## config.mk

```make
export PLATFORM = sky130hd
export DESIGN_NAME = wb_regfile
export DESIGN_NICKNAME = d
export VERILOG_FILES = /design/src/rtl/mips_pkg.sv /design/src/rtl/regfile_array.sv /design/src/rtl/wb_regfile.sv
export SDC_FILE = /design/constraint.sdc
export NUM_CORES = 2
export LEC_CHECK = 0
export BUFFER_PORTS_ARGS = -buffer_cell sky130_fd_sc_hd__buf_2
export CORE_MARGIN = 1.5
export CORE_UTILIZATION = 29
export CTS_CLUSTER_SIZE = 20
export DETAILED_ROUTE_END_ITERATION = 8
export GPL_TIMING_DRIVEN = 0
export PLACE_DENSITY_LB_ADDON = 0.05
export SLEW_MARGIN = 20
export SYNTH_ARGS = -nofsm -noshare
export SYNTH_HDL_FRONTEND = slang
export SYNTH_SLANG_ARGS = --single-unit
```

## constraint.sdc

```tcl
create_clock -name i_clk -period 2.5 [get_ports i_clk]
set_input_delay 0.25 -clock i_clk [delete_from_list [all_inputs] [get_ports i_clk]]
set_output_delay 0.25 -clock i_clk [all_outputs]
set_load 0.02 [all_outputs]
```

## src/rtl/mips_pkg.sv

```systemverilog
// Shared constants for the MIPS writeback / register-file slice.
package mips_pkg;

    localparam int NREGS = 32;
    localparam int DW    = 32;

    localparam logic [4:0] REG_ZERO = 5'd0;
    localparam logic [4:0] REG_RA   = 5'd31;

    typedef enum logic [1:0] {
        WB_SRC_ALU  = 2'd0,
        WB_SRC_MEM  = 2'd1,
        WB_SRC_LINK = 2'd2
    } wb_src_e;

endpackage

```

## src/rtl/regfile_array.sv

```systemverilog
// Register storage: one write port, two non-bypassed read ports, plus an
// optional debug read port when WB_DEBUG_PORT_EN is defined.
module regfile_array
    import mips_pkg::*;
#(
    parameter int NREGS = mips_pkg::NREGS,
    parameter int DW    = mips_pkg::DW
) (
    input  logic          i_clk,
    input  logic          i_reset,
    input  logic          i_we,
    input  logic [4:0]    i_waddr,
    input  logic [DW-1:0] i_wdata,
    input  logic [4:0]    i_raddr_a,
    input  logic [4:0]    i_raddr_b,
`ifdef WB_DEBUG_PORT_EN
    input  logic [4:0]    i_raddr_dbg,
    output logic [DW-1:0] o_rdata_dbg,
`endif
    output logic [DW-1:0] o_rdata_a,
    output logic [DW-1:0] o_rdata_b
);

    logic [DW-1:0] mem_q [NREGS];
    logic [DW-1:0] mem_d [NREGS];

    always_comb begin
        mem_d = mem_q;
        if (i_we && i_waddr != REG_ZERO) begin
            mem_d[i_waddr] = i_wdata;
        end
    end

    always_ff @(posedge i_clk) begin
        if (i_reset) begin
            for (int i = 0; i < NREGS; i++) begin
                mem_q[i] <= '0;
            end
        end else begin
            mem_q <= mem_d;
        end
    end

    // r0 is forced to zero on read so its storage never matters
    assign o_rdata_a = (i_raddr_a == REG_ZERO) ? '0 : mem_q[i_raddr_a];
    assign o_rdata_b = (i_raddr_b == REG_ZERO) ? '0 : mem_q[i_raddr_b];

`ifdef WB_DEBUG_PORT_EN
    assign o_rdata_dbg = (i_raddr_dbg == REG_ZERO) ? '0 : mem_q[i_raddr_dbg];
`endif

endmodule

```

## src/rtl/wb_regfile.sv

```systemverilog
// MIPS writeback stage + register file: writeback mux, write-first bypass,
// sticky halt and cycle counter. Define WB_DEBUG_PORT_EN for a debug read port.
module wb_regfile
    import mips_pkg::*;
#(
    parameter int NREGS = mips_pkg::NREGS,
    parameter int DW    = mips_pkg::DW
) (
    input  logic          i_clk,
    input  logic          i_reset,
    input  logic          i_clk_en,
    input  logic [DW-1:0] i_wb_data,
    input  logic [DW-1:0] i_wb_alu_result,
    input  logic [DW-1:0] i_wb_pc_plus_8,
    input  logic [4:0]    i_wb_rd,
    input  logic          i_wb_mem_to_reg,
    input  logic          i_wb_reg_write,
    input  logic          i_wb_isJal,
    input  logic          i_wb_halt,
    input  logic [4:0]    i_rs_addr,
    input  logic [4:0]    i_rt_addr,
`ifdef WB_DEBUG_PORT_EN
    input  logic [4:0]    i_dbg_addr,
    output logic [DW-1:0] o_dbg_data,
`endif
    output logic [DW-1:0] o_rs_data,
    output logic [DW-1:0] o_rt_data,
    output logic [DW-1:0] o_wb_write_data,
    output logic          o_halted,
    output logic [31:0]   o_cycle_count
);

    wb_src_e       wb_src;
    logic          wr_en;
    logic [DW-1:0] arr_rs_data;
    logic [DW-1:0] arr_rt_data;
    logic          halted_q, halted_d;
    logic [31:0]   cycle_q, cycle_d;

    always_comb begin
        wb_src = WB_SRC_ALU;
        if (i_wb_isJal)           wb_src = WB_SRC_LINK;
        else if (i_wb_mem_to_reg) wb_src = WB_SRC_MEM;

        case (wb_src)
            WB_SRC_LINK: o_wb_write_data = i_wb_pc_plus_8;
            WB_SRC_MEM:  o_wb_write_data = i_wb_data;
            default:     o_wb_write_data = i_wb_alu_result;
        endcase
    end

    // A write in the halt cycle itself still lands; halted_q only blocks later ones
    assign wr_en = i_clk_en && i_wb_reg_write && (i_wb_rd != REG_ZERO) && !halted_q;

    regfile_array #(
        .NREGS (NREGS),
        .DW    (DW)
    ) u_array (
        .i_clk       (i_clk),
        .i_reset     (i_reset),
        .i_we        (wr_en),
        .i_waddr     (i_wb_rd),
        .i_wdata     (o_wb_write_data),
        .i_raddr_a   (i_rs_addr),
        .i_raddr_b   (i_rt_addr),
`ifdef WB_DEBUG_PORT_EN
        .i_raddr_dbg (i_dbg_addr),
        .o_rdata_dbg (o_dbg_data),
`endif
        .o_rdata_a   (arr_rs_data),
        .o_rdata_b   (arr_rt_data)
    );

    assign o_rs_data = (wr_en && i_rs_addr == i_wb_rd) ? o_wb_write_data : arr_rs_data;
    assign o_rt_data = (wr_en && i_rt_addr == i_wb_rd) ? o_wb_write_data : arr_rt_data;

    always_comb begin
        halted_d = halted_q;
        cycle_d  = cycle_q;
        if (i_clk_en) begin
            if (i_wb_halt) halted_d = 1'b1;
            if (!halted_q) cycle_d  = cycle_q + 32'd1;
        end
    end

    always_ff @(posedge i_clk) begin
        if (i_reset) begin
            halted_q <= 1'b0;
            cycle_q  <= '0;
        end else begin
            halted_q <= halted_d;
            cycle_q  <= cycle_d;
        end
    end

    assign o_halted      = halted_q;
    assign o_cycle_count = cycle_q;

endmodule

```

Word-level counts from Yosys, hierarchy flattened
Cells that the tools add are included.
{ "totals": {"out_inout_bits": 129, "input_bits": 118, "regBits": 1057} }
{ "op_classes": {"n_reduce_logical": 13, "addsub": 1, "n_mux": 16, "n_eq_ne": 4, "bitwise": 4, "magnitude_cmp": 4} }
{ "op_table": {"columns": ["cell", "n"], "rows": [
  ["1024-bit bitwise mux", 1],
  ["32-bit binary-select mux with 5-bit select", 2],
  ["32-bit 2-to-1 mux", 9],
  ["32-bit demux with 5-bit select", 1],
  ["32-bit case mux with 2 select lines", 1],
  ["32-bit by 1-bit adder with 32-bit output (second input constant)", 1],
  ["6-bit >= comparator (second input constant)", 3],
  ["5-bit inverter with 6-bit output", 3],
  ["5-bit equality test", 2],
  ["5-bit logical NOT", 2],
  ["1-bit logical AND", 7],
  ["6-bit by 1-bit less-than comparator with 1-bit output (second input constant)", 1],
  ["5-bit nonzero test", 1],
  ["2-bit AND reduction", 2],
  ["2-bit by 1-bit equality test with 1-bit output (second input constant)", 1],
  ["2-bit equality test (second input constant)", 1],
  ["2-bit 2-to-1 mux", 1],
  ["1-bit logical NOT", 1],
  ["1-bit 2-to-1 mux", 1],
  ["1-bit inverter", 1]
]} }

Logic depth before layout (Yosys ltp)
{ "logic_depth": {"word_depth": 6, "depth_mapped": 9} }

By module
From an unflattened synthesis, not the netlist that was laid out.
{ "unflattened": {"hier_cells": 6361, "area_unflattened_um2": 55293.0} }
{ "by_module_without_submodules": {"columns": ["mod", "seq_area_each_um2", "n_inst", "cells_each", "area_each_um2"], "rows": [
  ["regfile_array", 20499.7, 1, 5984, 52067.4],
  ["wb_regfile", 660.6, 1, 377, 3225.6]
]} }

Least setup slack after synthesis
No wires, ideal clock.
{ "synth_path": {"path_kind": "input to output", "from": "input port i_rs_addr[0]", "to": "output port o_rs_data[19]", "path_slack_ns": 0.119, "t_required_ns": 2.250, "t_arrival_ns": 2.131, "path_buffers": 2, "cell_stages": 6, "cell_sequence": "buf_2 > buf_1 > mux4_2 > a211oi_1 > nor3_1 > a221o_1"} }
{ "synth_between": {"elab_chain_len": 6, "elab_cells_between_ends": 9, "cone_classes": "eq/ne (1); mux (5); bitwise (1); reduce/logical (2)"} }
{ "synth_lines": {"columns": ["element", "line_no", "rtl"], "rows": [
  ["start: declaration", "wb_regfile.sv:20", "input logic [4:0] i_rs_addr,"],
  ["5-bit inverter with 6-bit output (implied by the code)", "regfile_array.sv:45", "assign o_rdata_a = (i_raddr_a == REG_ZERO) ? '0 : mem_q[i_raddr_a];"],
  ["32-bit binary-select mux with 5-bit select", "regfile_array.sv:45", null],
  ["32-bit 2-to-1 mux (implied by the code) (2 in series)", "regfile_array.sv:45", null],
  ["32-bit 2-to-1 mux", "regfile_array.sv:45", null],
  ["32-bit 2-to-1 mux *", "wb_regfile.sv:74", "assign o_rs_data = (wr_en && i_rs_addr == i_wb_rd) ? o_wb_write_data : arr_rs_data;"],
  ["end: declaration", "wb_regfile.sv:26", "output logic [DW-1:0] o_rs_data,"]
]} }
Mark *: on every way between the ends. The rest lies on a longest branch, timed or not. The select of a mux whose other input is x is not followed.

Worst setup path in the final report
{ "layout_path": {"from": "input port i_rs_addr[0]", "to": "output port o_rs_data[16]"} }
Same word-level chain as after synthesis.

==> flow_metrics.env <==
export IMPL_end_kind="output pin"
export IMPL_avgViaCountPerCell=5.744
export IMPL_grt_ovfl_total=0
export IMPL_core_um2=187800
export IMPL_clkLatencyLatePin_ns=0.83
export IMPL_post_dp_hpwl_mm=239.3
export IMPL_setup_viol=64
export IMPL_grt_max_degree=17
export IMPL_holdWs_ns=-0.02270
export IMPL_rsz0062_at_grt="yes"
export IMPL_yosys_top_cells_count="nor2_1, dfxtp_1, a21oi_1"
export IMPL_crit_path_max_fanout=10
export IMPL_synthToLayoutAreaGrowth_pct=23.27
export IMPL_synth_most_common_cell="nor2_1"
export IMPL_postRouteAntennaNets=0
export IMPL_grt_pass1_vias=52010
export IMPL_max_clock_freq_mhz=283.6
export IMPL_ys_warn_count=0
export IMPL_maxCapViolCount=0
export IMPL_synth_avg_cell_area_um2=8.368
export IMPL_die_h_um=437.7
export IMPL_htreeDepth=4
export IMPL_period_share_pct=141.1
export IMPL_rows=159
export IMPL_seq_area_frac_synth_pct=38.61
export IMPL_tightestPinTransition_ns=1.259
export IMPL_die_area_um2=191600
export IMPL_worstRegToRegCells=8
export IMPL_synthesis_area_um2=54810
export IMPL_ir_drop_mv=0.8021
export IMPL_vias=55280
export IMPL_holdCritStartpoint="i_wb_pc_plus_8[3]"
export IMPL_synth_seq_cells=1057
export IMPL_async_flop_share_pct=0
export IMPL_cts_tree="done"
export IMPL_cts_inserted_buffers=137
export IMPL_min_to="u_array.mem_q[963]$_SDFFE_PP0P_"
export IMPL_routed_wl_mm=322.5
export IMPL_drc=18
export IMPL_worst_setup_path_type="in2out"
export IMPL_cts_root_buf="clkbuf_16"
export IMPL_fin_crit_ns=3.526
export IMPL_cp_required_ns=2.25
export IMPL_p_per_area_nw_per_um2=640.5
export IMPL_fin_nets=7133
export IMPL_ys_flop_type="dfxtp_1"
export IMPL_holdPathStages=5
export IMPL_start_kind="input pin"
export IMPL_layout_drive_gt1_share_pct=19.44
export IMPL_yosys_top_cells_area="dfxtp_1, nor2_1, mux4_2"
export IMPL_violations="design-rule violations, negative hold slack, negative setup slack"
export IMPL_worst_ep_arrival_time_ns=3.28
export IMPL_routabilityCongestion=0.9714
export IMPL_p_total_uw=43270
export IMPL_clock_sinks=1057
export IMPL_hold_viol=8
export IMPL_die_width_um=437.7
export IMPL_fillers=19750
export IMPL_relSlewSlack_pct=16.09
export IMPL_r2r_end="u_array.mem_q[93]$_SDFFE_PP0P_"
export IMPL_p_leak_uw=0.02603
export IMPL_maxSlewViolCount=0
export IMPL_postSynthCellCount=6549
export IMPL_worst_hold_path_type="in2reg"
export IMPL_yosys_area_top_type="dfxtp_1"
export IMPL_grt_pass1_wl_mm=433.5
export IMPL_grt_util_all_layers_pct=32.62
export IMPL_initial_core_util_pct=29.18
export IMPL_drt_wirelength_per_cell_um=33.51
export IMPL_status="finished with violations"
export IMPL_clock_path_buffers=3
export IMPL_pre_cts_slack_ns=-2.707
export IMPL_drt_iter0_drc=6638
export IMPL_skew_ns=0.02746
export IMPL_drt_pass1_iter_count=7
export IMPL_antenna_found_initial=21
export IMPL_clkTransAtPathRegs_ns=0.06
export IMPL_syn_num_nets=6668
export IMPL_synth_distinct_cells=59
export IMPL_port_buffers=236
export IMPL_rr_startpoint="o_halted$_SDFFE_PP0P_"
export IMPL_ioPinCount=247
export IMPL_setup_ws_ns=-1.026
export IMPL_synth_edf_count=0
export IMPL_synth_top_area_share_pct=38.61
export IMPL_reg2reg_slack_ns=0.01
-- logic make-up (layout without fill, tap and decap cells) --
group                    Yosys count  count (layout)  synth area share [%]
AND/OR/NAND/NOR                 2312            2312                 16.81
multiplexers                     806             806                 21.28
other                              0              12                     0
buffers and inverters            744            1311                 5.333
flip-flops                      1057            1057                 38.61
XOR/XNOR                          33              33                0.5274
AO/OA/AOI/OAI                   1596            1596                 17.42
adder cells (fa/ha/maj)            1               1               0.02283
-- how the worst max path moves through the flow --
stage	endpoint	start	slack, ns	cells past startpoint
after floorplan	o_rs_data[19]	i_rs_addr[0]	0.12	6
after global placement	o_rt_data[10]	i_rt_addr[1]	-3.27	9
after detailed placement	o_rt_data[23]	i_rt_addr[0]	-2.71	10
after CTS	o_rs_data[17]	o_halted$_SDFFE_PP0P_	-0.86	9
after global routing	o_rs_data[16]	o_halted$_SDFFE_PP0P_	-0.93	9
final	o_rs_data[16]	i_rs_addr[0]	-1.03	10
-- critical path, stage by stage --
cell and delay (ns):
buf_2 0.21, buf_4 0.23, buf_4 0.38, buf_4 0.36, mux2i_1 0.13, a221oi_1 0.59, o21ai_0 0.16, nand2_1 0.32
a221o_2 0.43, buf_6 0.17
-- where the power goes --
part / switching [µW] / internal, µW / total, µW
sequential: 56.9 / 16900 / 17000
combinational: 4330 / 1610 / 5940
clock: 8430 / 11900 / 20400
total: 12800 / 30500 / 43300
-- cells in the final DEF (no fill, tap or decap), types with 22 or more instances in the layout --
cell / n
a211oi_1: 64
a21oi_1: 1028
a221o_1: 59
a221oi_1: 145
a22o_1: 27
a22oi_1: 43
a22oi_2: 24
buf_2: 227
buf_4: 126
buf_6: 69
clkbuf_1: 366
clkbuf_16: 164
clkbuf_2: 122
clkbuf_4: 33
clkbuf_8: 37
dfxtp_1: 1054
inv_1: 71
mux2_2: 29
mux2i_1: 459
mux4_2: 284
nand2_1: 76
nand3_1: 30
nor2_1: 2017
nor2b_1: 36
o211ai_1: 27
o21ai_0: 44
o21ai_1: 23
o21ai_4: 22
or2_2: 27
-- cell type report --
type	count	area, µm²	share of cell area, %
repair buffers	342	2741	4.058
flip-flops and latches	1057	21170	31.33
clock buffers	213	4204	6.223
inverters	74	280.3	0.4149
plain buffers	654	3541	5.241
diodes	12	30.03	0.04445
multi-input cells	4748	32190	47.65
clock inverters	28	281.5	0.4167
well taps	2495	3122	4.621
-- layer usage --
layer	share of wire, %	up-vias	track usage [%]
met5	0.017	-	0
met4	6.3	8	17.84
met3	8.1	713	6.462
met2	44	2612	50.73
met1	41	27910	42.36
li1	-	24040	-
-- flip-flops by register name (all words and copies together) (netlist names) --
register       count
u_array.mem_q   1024
o_cycle_count     32
o_halted           1
-- metrics by stage --
stage	area, µm²	util, %	hold slack (ns)	setup TNS [ns]	cells
floorplan	54810	-	0.3906	0	6549
global placement	59110	31.47	0.4651	-1360.25	9280
detailed placement	59470	31.67	0.4690	-792.35	9287
CTS	67270	35.82	0.006270	-49.64	9604
global route	67540	35.96	0.006868	-53.47	9614
finish	67560	35.97	-0.02270	-52.89	9623
-- what timing repair did --
action | CTS | global route
gates cloned | 7 | 1
endpoints found under the setup margin | 1083 | 459
resized for setup | 681 | 88
hold buffers | 12 | 1
hold endpoints to repair | 29 | 1
pin swaps | 69 | 15
buffers inserted | 72 | 6
Power figures use the tool's default switching activity.
